**src/rtl/cache_controller.sv**
```systemverilog
// cache_controller
//   Sequences the 2-way, 64-set, 64-bit-line data cache and the SRAM controller
//   on behalf of the MEM stage. Read hits complete with no wait, read misses
//   fetch a line from SRAM, fill the cache and forward the requested word.
//   Stores are write-through, no-allocate: the matching line is invalidated and
//   the word goes straight to SRAM. ready=0 freezes the pipeline.
//
//   state   | meaning
//   IDLE    | free; serves hits, accepts new requests
//   RD_MISS | waiting for an SRAM line read, fills the cache on completion
//   WR_SRAM | waiting for an SRAM word write
//
// Ports
//   clk, rst                          clock, async active-low reset
//   address, wdata, MEM_R_EN/MEM_W_EN MEM-stage request
//   rdata, ready                      load data / completion
//   cache_addr, cache_R_EN/W_EN,
//   cache_wdata, invalidate           cache control
//   hit, cache_rdata                  cache response
//   sram_address, sram_wdata,
//   sram_R_EN, sram_W_EN              SRAM controller request
//   sram_rdata, sram_ready            SRAM controller response
module cache_controller #(
  parameter int unsigned BASE_ADDR = 1024
) (
  input  logic        clk,
  input  logic        rst,
  input  logic [31:0] address,
  input  logic [31:0] wdata,
  input  logic        MEM_R_EN,
  input  logic        MEM_W_EN,
  output logic [31:0] rdata,
  output logic        ready,
  output logic [18:0] cache_addr,
  output logic        cache_R_EN,
  output logic        cache_W_EN,
  output logic [63:0] cache_wdata,
  output logic        invalidate,
  input  logic        hit,
  input  logic [31:0] cache_rdata,
  output logic [31:0] sram_address,
  output logic [31:0] sram_wdata,
  output logic        sram_R_EN,
  output logic        sram_W_EN,
  input  logic [63:0] sram_rdata,
  input  logic        sram_ready
);

  localparam logic [18:0] LP_BASE = 19'(BASE_ADDR);

  typedef enum logic [1:0] {IDLE, RD_MISS, WR_SRAM} state_t;

  state_t      r_state;
  state_t      w_next;
  logic [31:0] r_req_addr;
  logic [31:0] r_req_wdata;
  logic [31:0] w_addr;
  logic [31:0] w_wdata;

  // IDLE forwards the live request; busy states only use the latched copy.
  assign w_addr  = (r_state == IDLE) ? address : r_req_addr;
  assign w_wdata = (r_state == IDLE) ? wdata   : r_req_wdata;

  always_ff @(posedge clk or negedge rst) begin
    if (!rst) begin
      r_state     <= IDLE;
      r_req_addr  <= '0;
      r_req_wdata <= '0;
    end else begin
      r_state <= w_next;
      if (r_state == IDLE && w_next != IDLE) begin
        r_req_addr  <= address;
        r_req_wdata <= wdata;
      end
    end
  end

  always_comb begin
    w_next       = r_state;
    rdata        = '0;
    ready        = 1'b1;
    cache_R_EN   = 1'b0;
    cache_W_EN   = 1'b0;
    cache_wdata  = '0;
    invalidate   = 1'b0;
    sram_R_EN    = 1'b0;
    sram_W_EN    = 1'b0;
    cache_addr   = w_addr[18:0] - LP_BASE;
    sram_address = w_addr;
    sram_wdata   = w_wdata;

    // While reset is asserted everything is quiet, including the address buses
    // that would otherwise follow the live MEM-stage inputs.
    if (!rst) begin
      w_next       = IDLE;
      cache_addr   = '0;
      sram_address = '0;
      sram_wdata   = '0;
    end else begin
      unique case (r_state)
        IDLE: begin
          if (MEM_W_EN) begin
            // store wins over a simultaneous load
            invalidate = 1'b1;
            ready      = 1'b0;
            w_next     = WR_SRAM;
          end else if (MEM_R_EN) begin
            cache_R_EN = 1'b1;
            if (hit) begin
              rdata = cache_rdata;
            end else begin
              ready  = 1'b0;
              w_next = RD_MISS;
            end
          end
        end
        RD_MISS: begin
          if (sram_ready) begin
            cache_W_EN  = 1'b1;
            cache_wdata = sram_rdata;
            rdata       = r_req_addr[2] ? sram_rdata[63:32] : sram_rdata[31:0];
            w_next      = IDLE;
          end else begin
            sram_R_EN = 1'b1;
            ready     = 1'b0;
          end
        end
        WR_SRAM: begin
          if (sram_ready) begin
            w_next = IDLE;
          end else begin
            sram_W_EN = 1'b1;
            ready     = 1'b0;
          end
        end
        default: w_next = IDLE;
      endcase
    end
  end

endmodule

```
**config.mk**
```make
export PLATFORM = sky130hd
export DESIGN_NAME = cache_controller
export DESIGN_NICKNAME = d
export VERILOG_FILES = /design/src/rtl/cache_controller.sv
export SDC_FILE = /design/constraint.sdc
export NUM_CORES = 1
export LEC_CHECK = 0
export ABC_AREA = 1
export ABC_CLOCK_PERIOD_IN_PS = 2320
export BUFFER_PORTS_ARGS = -buffer_cell sky130_fd_sc_hd__buf_2
export CAP_MARGIN = 20
export CORE_AREA = 5 5 133 135
export CTS_BUF_LIST = sky130_fd_sc_hd__clkbuf_4
export DETAILED_ROUTE_END_ITERATION = 16
export DIE_AREA = 0 0 138 140
export PLACE_DENSITY = 0.78
export SLEW_MARGIN = 0
export SYNTH_ARGS = -nofsm -noshare
export SYNTH_HDL_FRONTEND = slang
export SYNTH_SLANG_ARGS = --single-unit
```
**constraint.sdc**
```tcl
create_clock -name clk -period 2.32 [get_ports clk]
set_clock_uncertainty 0.05 [all_clocks]
set_input_delay 0.348 -clock clk [delete_from_list [all_inputs] [get_ports clk]]
set_output_delay 0.348 -clock clk [all_outputs]
set_load 0.03 [all_outputs]
```
### Yosys cells after proc, flatten, opt, wreduce, memory -nomap -nowiden

Cells that the tools add are included.

* register bits after elaboration: 66
* latch bits: 0
* bits in writable memories: 0
* bits in read-only memories: 0
* bits of input ports: 166
* output and inout bits: 185
* logic and storage cells: 51
* memories: 0

* add/subtract/negate cells: 1
* multiply operators: 0
* div/mod/pow operators: 0
* order comparisons: 0
* eq/ne operators: 2
* shifts and indexed selects: 0
* multiplexer cells: 41
* bitwise gates (word level): 0
* reductions and logical operators: 4

Operators with widths (count)
* 32-bit 2-to-1 mux: 10
* 64-bit 2-to-1 mux: 3
* 32-bit case mux with 2 select lines: 1
* 1-bit 2-to-1 mux: 19
* 19-bit 2-to-1 mux: 1
* 19-bit by 11-bit subtractor with 19-bit output (second input constant): 1
* 2-bit 2-to-1 mux: 5
* 2-bit case mux with 2 select lines: 1
* 2-bit by 1-bit equality test with 1-bit output (second input constant): 1
* 2-bit equality test (second input constant): 1
* 2-bit logical NOT: 1
* 1-bit case mux with 2 select lines: 1
* 2-bit nonzero test: 1
* 2-bit OR reduction: 1
* 1-bit logical AND: 1

### Longest topological paths before layout

* word-level depth: 7
* mapped depth: 13
* gate-level depth less buffers: 12

### Least setup slack after synthesis

No wires, ideal clock.

* kind: reg-to-output
* start: register r_state[0]
* end: output sram_address[5]
* data arrival time: 2.027 ns
* data required time: 1.922 ns
* setup slack: -0.105 ns
* cell stages (with the launch flop): 9
* buffers on the path: 4
* cells stage by stage: dfrtp_1 > inv_1 > ha_1 > buf_2 > buf_4 > buf_2 > o21ai_0 > nor2_1 > buf_4

* cells in the longest elaborated chain, start to end: 3

RTL lines
* from (decl): RTL line 53 `state_t r_state;`
* from (signal assigned): RTL line 70 `r_state <= w_next;`
* 2-bit logical NOT: RTL line 61 `assign w_addr = (r_state == IDLE) ? address : r_req_addr;`
* 32-bit 2-to-1 mux: RTL line 61
* 32-bit 2-to-1 mux: RTL line 94 `if (!rst) begin`
* to (decl): RTL line 41 `output logic [31:0] sram_address,`

Every way passes these cells.

### Worst setup path in the final report

* start: register r_state[0]
* end: output cache_addr[17]

* cells in the longest elaborated chain, start to end: 4

RTL lines
* 2-bit logical NOT: RTL line 61
* 32-bit 2-to-1 mux: RTL line 61
* 19-bit by 11-bit subtractor with 19-bit output: RTL line 88 `cache_addr = w_addr[18:0] - LP_BASE;`
* 19-bit 2-to-1 mux: RTL line 94
* to (decl): RTL line 34 `output logic [18:0] cache_addr,`

Every way passes these cells.

==> run metrics <==
status=finished with violations; failing checks=negative setup slack; row cnt=47; Tcrit/Tclk final=1.112; max incr delay on CP=0.42 ns; count leader, synth=nor2_1; Layout area overhead=62.88%; worst-case clock buffer depth=2; CP arrival=2.18 ns; Max Cap Viol=0; largest cells by area after synthesis=dfrtp_1 (29%), nor2_1 (15%), nand2_1 (13%); vias per cell=5.194; Tot GR Track Use=0.2622; layout cells sized above 1=0.4663; Yosys reg bits=66; DR vias=7567; wire length per cell=19.37 µm; global-route wire length before repair=40410 µm; crit end category=output port; Final min period=2.579 ns; Post-synth EDFFs=0; die area=0.01932 mm²; Synth async-reset ratio=1.000; Layout fillers=1500; worst skew pair latency=0.42 ns; Levels on crit path=10; CP most frequent cell=nand2_2; reg2reg path depth=13; Post-synth top cells=nor2_1 (220), nand2_1 (195), inv_1 (87), dfrtp_1 (66), nand3_2 (61); cts bufs inserted=9; Pwr Total=5264 µW; post-route ant nets=0; Final #Nets=1396; Iter 0 DRT Violations=463; initial antenna violation count=12; mapped cell area=0.005659 mm²; setup ws final=-0.2591 ns; worst vdd ir=0.3837 mV; synthesized net count=1042; most common flop cell mapped by yosys=dfrtp_1; largest net degree at the start of global routing=65; chip height=140 µm; worst-margin pin slew=0.9285 ns; critical path cell sequence=inv_2 -> ha_4 -> buf_12 -> nand2_2 -> o21ai_4 -> nand2_2 -> nor2_4 -> nand3_4 -> a21oi_2 -> buf_6; Remaining Overflow, GRT=0; DRC viols=0; Die X=138 µm; clk root buf=clkbuf_4; initial core utilization=0.3462; hold crit path type=input port to asynchronous set/reset pin; Hold Fails Final Rpt=0; vias in the first global route=7073; Buf/Inv on CP=3; Worst Path Required=1.92 ns; cell family with most CP delay=simple AND/OR/NAND/NOR gates; Avg Cell Area, Syn=6.490 µm²; Yosys warning count=0; CTS tree=done; Worst-path clk slew=0.13 ns; Seq/Total Area, Yosys=0.2918; largest area contributor in the synthesized netlist=dfrtp_1; Crit Path Class=register to output port; Detailed Place HPWL=19360 µm; fin. max-slew vios=0; final core occ=0.5638; RSZ-0062 raised after global routing=yes; leakage power=0.005094 µW; Routed WL=28220 µm; unique cell type count in the Yosys netlist=28; setup TNS=-14.27 ns; CP max FO=8; final setup vio count=169; Port Buffer Count=350; area share of the largest cell type after synthesis=0.2918; pwr dens=571.0 mW/mm²; IO Count=351; Sink Count=66; Rel. slew slack=0.3789; Pre-Repair DR Iteration Count=5; routability cong.=0.9720; Max Freq=387.7 MHz; Clock H-tree levels=3; synthesized instance count=872; CP Launch Type=register; slowest CP cell=dfrtp_1; core area=0.01635 mm²
[cells by family after synthesis]
| family | share of synthesized area |
|---|---|
| and+or+nand+nor | 0.4050 |
| buffers and inverters | 0.1490 |
| muxes | 0.001769 |
| AOI/OAI and AO/OA | 0.1435 |
| adders and majority gates | 0.008844 |
| DFF | 0.2918 |
[worst reg2reg max path, delay by kind of cell (launching register included)]
kind,cells,cell delay (ns)
adder cells (fa/ha/maj),1,0.23
buffers and inverters,4,0.79
flip-flops,1,0.42
AND/OR/NAND/NOR,8,0.57
[layout by cell type (no fill, tap or decap), drive strengths merged, types with 3 or more instances in the layout]
master  count
buf       414
nor2      223
nand2     200
inv        93
nand3      68
dfrtp      66
o21ai      62
a21oi      39
a32oi      32
clkbuf     12
diode       6
ha          4
clkinv      4
bufinv      3
o21a        3
[repair_timing]
action                                  CTS  global route
pin swaps                                37            23
cloned                                    6             3
hold endpoints to repair                 66             0
buffers inserted                         18            14
endpoints found under the setup margin  181           180
hold buffers                              2             0
resized for setup                       226            91
[sequential cells by signal (all words and copies together), names as in the netlist]
| signal | count |
|---|---|
| r_req_wdata | 32 |
| r_state | 2 |
| r_req_addr | 32 |
[power by group]
part / switching [µW] / internal (µW)
clock: 461 / 545
sequential: 192 / 1480
combinational: 1610 / 976
total: 2260 / 3000
[worst paths after layout]
check	from	endpoint	slack (ns)
min in group clk	address[7]	r_req_addr[7]	0.11
worst max-delay path	r_state[0]	cache_addr[17]	-0.26
worst min-delay path	rst	r_req_addr[29]	0.1
worst min register to register	r_req_wdata[25]	r_req_wdata[25]	0.43
worst max register to register	r_state[0]	r_req_wdata[2]	0.19
max in group asynchronous	rst	r_req_addr[2]	0.84
[layout make-up]
cell class,instances,area (µm²),share of cell area
clock inverters,7,117.6,0.01276
flip-flops and latches,66,1652,0.1792
repair buffers,420,3239,0.3514
well taps,220,275.3,0.02986
clock buffers,9,67.56,0.007330
inverters,92,357.8,0.03882
diodes,6,15.01,0.001629
multi-input cells,636,3487,0.3783
repair inverters,1,6.256,0.0006787
[metal layers]
layer  vias up  GRT usage  routed length, µm  part of all wire
met5         -          0                 56            0.0020
met4         6     0.1014               1210             0.043
met3        88    0.06510               2364             0.084
met2       454     0.4371              13680              0.48
met1      3562     0.3278              10900              0.39
li1       3457          -                  -                 -
[metrics by stage]
stage          std cells  hold slack [ns]  setup WS [ns]  instance area (µm²)
5_1_grt             1457          0.06451        -0.3716                 9218
6_report            1457          0.09590        -0.2591                 9218
3_3_place_gp        1392           0.3574        0.01471                 7589
2_1_floorplan        872         0.002409       -0.08254                 5687
4_1_cts             1434          0.07479        -0.1770                 8806
3_5_place_dp        1392           0.3659       -0.05216                 7589
Note: power is estimated with default switching activity, not from simulation.
